==> config.mk <==
export PLATFORM = sky130hd
export DESIGN_NAME = fwd_bypass_net
export DESIGN_NICKNAME = d
export VERILOG_FILES = /design/src/rtl/fwd_pkg.sv /design/src/rtl/fwd_match_prio.sv /design/src/rtl/fwd_bypass_net.sv
export SDC_FILE = /design/constraint.sdc
export NUM_CORES = 1
export LEC_CHECK = 0
export CELL_PAD_IN_SITES_DETAIL_PLACEMENT = 1
export CELL_PAD_IN_SITES_GLOBAL_PLACEMENT = 2
export CORE_MARGIN = 2
export CORE_UTILIZATION = 31
export DETAILED_ROUTE_END_ITERATION = 10
export PLACE_DENSITY_LB_ADDON = 0.2
export REMOVE_ABC_BUFFERS = 1
export SLEW_MARGIN = 20
export SYNTH_ARGS = -nofsm -noshare
export SYNTH_HDL_FRONTEND = slang
export SYNTH_SLANG_ARGS = --single-unit
==> constraint.sdc <==
create_clock -name clk -period 3.35 [get_ports clk]
set_clock_uncertainty 0.1 [all_clocks]
set_input_delay 0.335 -clock clk [delete_from_list [all_inputs] [get_ports clk]]
set_output_delay 0.335 -clock clk [all_outputs]
set_load 0.01 [all_outputs]
==> src/rtl/fwd_pkg.sv <==
// Shared types for the operand-bypass network: history entry layout and register-0 constant.
// Latency: n/a (types only).
// Backpressure: n/a (types only).
package fwd_pkg;

  // Storage widths of one history entry; the top's XLEN/AW must not exceed these.
  localparam int FWD_XLEN = 32;
  localparam int FWD_AW   = 5;

  // Architectural zero register: never forwarded, never tracked as a valid producer.
  localparam int ZERO_REG = 0;

  typedef struct packed {
    logic                valid;
    logic [FWD_AW-1:0]   rd;
    logic [FWD_XLEN-1:0] data;
    logic                pend;
  } hist_entry_t;

endpackage

==> src/rtl/fwd_match_prio.sv <==
// Youngest-match search of the write history for one source address.
// Latency: zero-cycle combinational.
// Backpressure: none; the pend output feeds the top-level stall.
module fwd_match_prio
  import fwd_pkg::*;
#(
  parameter int XLEN  = FWD_XLEN,
  parameter int AW    = FWD_AW,
  parameter int DEPTH = 3
) (
  input  hist_entry_t      hist [DEPTH],
  input  logic [AW-1:0]    addr,
  output logic             hit,
  output logic             pend,
  output logic [XLEN-1:0]  data
);

  // Scan from entry 0 (youngest) upward; the first match found wins.
  always_comb begin
    hit  = 1'b0;
    pend = 1'b0;
    data = '0;
    for (int k = 0; k < DEPTH; k++) begin
      if (!hit && hist[k].valid && (hist[k].rd == FWD_AW'(addr)) &&
          (addr != AW'(ZERO_REG))) begin
        hit  = 1'b1;
        pend = hist[k].pend;
        data = XLEN'(hist[k].data);
      end
    end
  end

endmodule

==> src/rtl/fwd_bypass_net.sv <==
// N-port operand bypass over a DEPTH-entry in-flight write history; optional stats via FWD_BYPASS_STATS_EN.
// Latency: operands are zero-cycle combinational; writes/fills become visible the cycle after capture.
// Backpressure: stall is raised while any port's youngest match is a pending load; controller holds adv.
module fwd_bypass_net
  import fwd_pkg::*;
#(
  parameter int XLEN    = FWD_XLEN,
  parameter int AW      = FWD_AW,
  parameter int NUM_SRC = 2,
  parameter int DEPTH   = 3
) (
  input  logic                    clk,
  input  logic                    rst_n,
  input  logic                    adv,
  input  logic                    wr_valid,
  input  logic [AW-1:0]           wr_rd,
  input  logic [XLEN-1:0]         wr_data,
  input  logic                    wr_pend,
  input  logic                    fill_valid,
  input  logic [XLEN-1:0]         fill_data,
  input  logic [NUM_SRC*AW-1:0]   rs_addr,
  input  logic [NUM_SRC*XLEN-1:0] rf_data,
  output logic [NUM_SRC*XLEN-1:0] opnd,
  output logic [NUM_SRC-1:0]      fwd_hit,
  output logic                    stall
`ifdef FWD_BYPASS_STATS_EN
  ,
  output logic [31:0]             hit_cnt,
  output logic [31:0]             stall_cnt
`endif
);

  hist_entry_t        hist_q [DEPTH];
  hist_entry_t        hist_d [DEPTH];
  logic               fill_done;
  logic [NUM_SRC-1:0] port_stall;

  // Next history: optional shift with new entry 0, then fill the oldest pending entry.
  // The freshly inserted entry 0 is excluded from the fill on an advancing cycle.
  always_comb begin
    fill_done = 1'b0;
    hist_d    = hist_q;
    if (adv) begin
      for (int k = DEPTH - 1; k > 0; k--) begin
        hist_d[k] = hist_q[k-1];
      end
      hist_d[0].valid = wr_valid && (wr_rd != AW'(ZERO_REG));
      hist_d[0].rd    = FWD_AW'(wr_rd);
      hist_d[0].data  = FWD_XLEN'(wr_data);
      hist_d[0].pend  = wr_pend;
    end
    for (int k = DEPTH - 1; k >= 0; k--) begin
      if (fill_valid && !fill_done && !(adv && (k == 0)) &&
          hist_d[k].valid && hist_d[k].pend) begin
        hist_d[k].data = FWD_XLEN'(fill_data);
        hist_d[k].pend = 1'b0;
        fill_done      = 1'b1;
      end
    end
  end

  // History register; reset clears every entry so nothing forwards.
  always_ff @(posedge clk or negedge rst_n) begin
    if (!rst_n) begin
      for (int k = 0; k < DEPTH; k++) begin
        hist_q[k] <= '0;
      end
    end else begin
      hist_q <= hist_d;
    end
  end

  // One priority matcher per source port; fall back to the register file on a miss.
  for (genvar i = 0; i < NUM_SRC; i++) begin : g_port
    logic            m_hit;
    logic            m_pend;
    logic [XLEN-1:0] m_data;

    fwd_match_prio #(
      .XLEN  (XLEN),
      .AW    (AW),
      .DEPTH (DEPTH)
    ) u_match (
      .hist (hist_q),
      .addr (rs_addr[i*AW +: AW]),
      .hit  (m_hit),
      .pend (m_pend),
      .data (m_data)
    );

    assign opnd[i*XLEN +: XLEN] = m_hit ? m_data : rf_data[i*XLEN +: XLEN];
    assign fwd_hit[i]           = m_hit;
    assign port_stall[i]        = m_hit && m_pend;
  end

  assign stall = |port_stall;

`ifdef FWD_BYPASS_STATS_EN
  logic [31:0] hit_inc;

  // Number of ports served from the history this cycle.
  always_comb begin
    hit_inc = '0;
    for (int i = 0; i < NUM_SRC; i++) begin
      hit_inc = hit_inc + 32'(fwd_hit[i]);
    end
  end

  // Free-running wrap-around counters for forwarded operands and stall cycles.
  always_ff @(posedge clk or negedge rst_n) begin
    if (!rst_n) begin
      hit_cnt   <= '0;
      stall_cnt <= '0;
    end else begin
      if (adv) begin
        hit_cnt <= hit_cnt + hit_inc;
      end
      if (stall) begin
        stall_cnt <= stall_cnt + 32'd1;
      end
    end
  end
`endif

endmodule

==> qor.yml <==
outcome:
  status: "completed"
synth:
  synth_compound_area_frac: 0.223
  synth_warnings: 0
  synthArstFlopShare: 1.00
  synth_top_family_by_area: "compound AO/OA/AOI/OAI gates"
  synth_seq_cells: 117
  synth_fa_ha_area_frac: 0
  synthMuxAreaShare: 0.221
  synth_ff_type: "dfrtp_1"
  synth_xor_xnor_area_share: 0.0360
  netlist_area_um2: 7300
  ys_seq_area_frac: 0.401
  synth-simple-area-share: 0.0771
  syn_inst: 734
  synth-edff-count: 0
  synthDistinctLibCells: 37
  syn_avg_cell_area_um2: 9.95
final_layout:
  final-instance-count-excl-fill: 1303
  layout-drive-gt1-share: 0.208
  final_util: 0.468
  reg_top3: "hist_q (117)"
  layout_commonest_cell: "clkdlybuf4s50_1"
  synthToLayoutAreaGrowth_pct: 49.0
  largest_reg_flops: 117
  top_register: "hist_q"
  mostFrequentLayoutCells: "146 x clkdlybuf4s50_1, 119 x a22oi_1, 117 x dfrtp_1, 81 x mux2_2, 67 x mux2i_1"
  nNetsFinal: 1122
  antenna_cells: 0
drt:
  first_pass_iters: 5
  wl_per_cell_um: 20.7
  vias: 6985
  drt_iter0_drc: 323
  drcViolationCount: 0
  drt_wl_total_um: 27000
  vias_per_cell: 5.36
  drtAntennaViolNets: 0
job:
  max_cap_viol_count: 0
timing:
  drv_slew: 0
  max_clock_freq_ghz: 0.300
  hold_violations: 0
  min_period_ns: 3.34
  holdWs_ns: 0.158
  setup_slack_ns: 0.0114
  rsz0062_at_grt: "true"
  post-route-period-util: 0.997
  timing_worst_slew_pin_value_ns: 0.824
  setup_violations: 0
  slew-limit-headroom: 0.450
power_and_ir_drop:
  pwr-share-clk: 0.356
  power.total_mw: 5.10
  p_seq_frac: 0.396
  power_frac_comb: 0.248
  p_switching_mw: 1.52
  internal_power_mw: 3.58
  peakVddDrop_mv: 0.338
  power_leakage_nw: 4.68
  p_per_area_nw_per_um2: 468
  netSwitchingFraction: 0.299
min_path:
  min-delay-start: "adv"
  min_path_type: "input port to flop"
  hold_depth: 2
  hold_path_end: "hist_q[38]"
placed_design:
  place_ws_ns: -0.236
  place_inst: 1255
  numPortBuffers: 215
  gp_congestion: 0.836
  dp_hpwl_um: 18800
setup_path:
  worstReg2RegEnd: "hist_q[109]"
  critPathArrivalTime_ns: 2.90
  path_class: "input port to output pin"
  crit_top_cell: "buf_4"
  cp-start-kind: "input port"
  crit_required_ns: 2.91
  critical_path.max_stage_delay_ns: 0.57
  cp_cell_sequence: "clkdlybuf4s50_1 > or4_4 > o211ai_1 > buf_4 > or2_4 > nor3_4 > buf_4 > buf_12 > buf_4 > a22oi_1 > o21ai_1 > dlygate4sd2_1"
  r2r_start: "hist_q[77]"
  ff2ff_path_depth: 7
  reg2reg_setup_slack_ns: 1.30
  critPathCaptureType: "output pin"
  cp_max_fo: 12
  critPathSlowestCell: "or4_4"
die:
  core-area_um2: 23300
  start_util: 0.314
  die_y_um: 157
  io_pins: 216
  row_count: 56
  dieWidth_um: 157
  die_area_um2: 24800
global_route:
  grt_max_degree: 116
  grt_pass1_wl_um: 41600
  gr-total-overflow: 0
  grt_usage: 0.219
  grt_pass1_vias: 7533
  antenna_found_initial: 2
clock_tree:
  clk_pin_slew_worst_paths_ns: 0.06
  cts_tree: "yes"
  cts-htree-levels: 4
  clock-sinks: 117
  numCtsBuffers: 17
  cts_root_buf: "clkbuf_16"
  clock_path_buffers: 2
  clock_latency_ns: 0.41
==> how the worst max path moves through the flow <==
stage | start | depth (start not counted) | end
final | rs_addr[1] | 12 | opnd[30]
after CTS | rs_addr[9] | 10 | opnd[43]
after floorplan | hist_q[113] | 6 | opnd[2]
after global placement | rs_addr[0] | 10 | opnd[1]
after detailed placement | rs_addr[7] | 8 | opnd[61]
after global routing | rs_addr[1] | 12 | opnd[24]
==> kinds of logic after synthesis <==
logic type	count (synthesis)
AOI/OAI and AO/OA	261
muxes	151
DFF	117
and+or+nand+nor	109
buffers and inverters	66
xor gates and xnor gates	30
==> Yosys cell counts (3+ instances only) <==
cell type | n | area [µm²]
nand4_1 | 6 | 37.5
inv_1 | 3 | 11.3
nor2b_1 | 3 | 18.8
xor2_1 | 5 | 43.8
buf_2 | 14 | 70.1
nor4_1 | 3 | 18.8
buf_1 | 12 | 45.0
buf_4 | 5 | 37.5
nand3_1 | 3 | 15.0
mux2_2 | 81 | 912
nor2_1 | 68 | 255
dfrtp_1 | 117 | 2930
clkbuf_1 | 29 | 109
nand2_1 | 8 | 30.0
buf_6 | 3 | 33.8
o21ai_0 | 36 | 180
a22oi_1 | 120 | 901
o211ai_1 | 3 | 22.5
xnor2_1 | 25 | 219
o21ai_1 | 33 | 165
a21oi_1 | 65 | 325
mux2i_1 | 68 | 681
==> worst max-delay path, delay by kind of cell <==
kind            cells  cell delay [ns]
buf+inv             6             1.31
simple gates        3             0.77
compound gates      3             0.48
==> area by class of cell <==
type	instances	area, µm²
clock buffer	22	484
multi-input combinational	551	4130
inverter	3	11.3
clock inverter	8	100
fill	2602	12400
timing repair buffer	283	2830
tap	319	399
sequential	117	2930
==> power groups by stage <==
stage	clock, mW	combinational (mW)	sequential [mW]
after CTS	1.86	1.28	2.02
after global placement	0	1.25	2.01
final	1.81	1.27	2.02
after floorplan	0	0.661	1.94
after detailed placement	0	1.30	2.04
after global routing	1.93	1.39	2.07
==> repair_timing <==
item / CTS / global route
gates resized for setup: 62 / 36
setup endpoints to repair: 65 / 34
hold endpoints to repair: 57 / 0
cloned: 1 / 1
hold buffers: 1 / 0
pin swaps: 6 / 8
setup buffers: 7 / 8
==> through the flow <==
stage / cell area (µm²) / TNS [ns]
after CTS: 10800 / -0.00587
after global routing: 10900 / -0.415
after detailed placement: 10100 / -7.46
final: 10900 / 0
after floorplan: 7010 / -267.30
after global placement: 10100 / -4.19
==> routing by layer <==
| metal | track usage | part of all wire | vias to the layer above |
|---|---|---|---|
| li1 | - | - | 3239 |
| met1 | 0.270 | 0.43 | 3504 |
| met2 | 0.388 | 0.51 | 211 |
| met3 | 0.0496 | 0.052 | 27 |
| met4 | 0.0532 | 0.011 | 4 |
| met5 | 0 | 0.00078 | - |
Power figures use the tool's default switching activity.
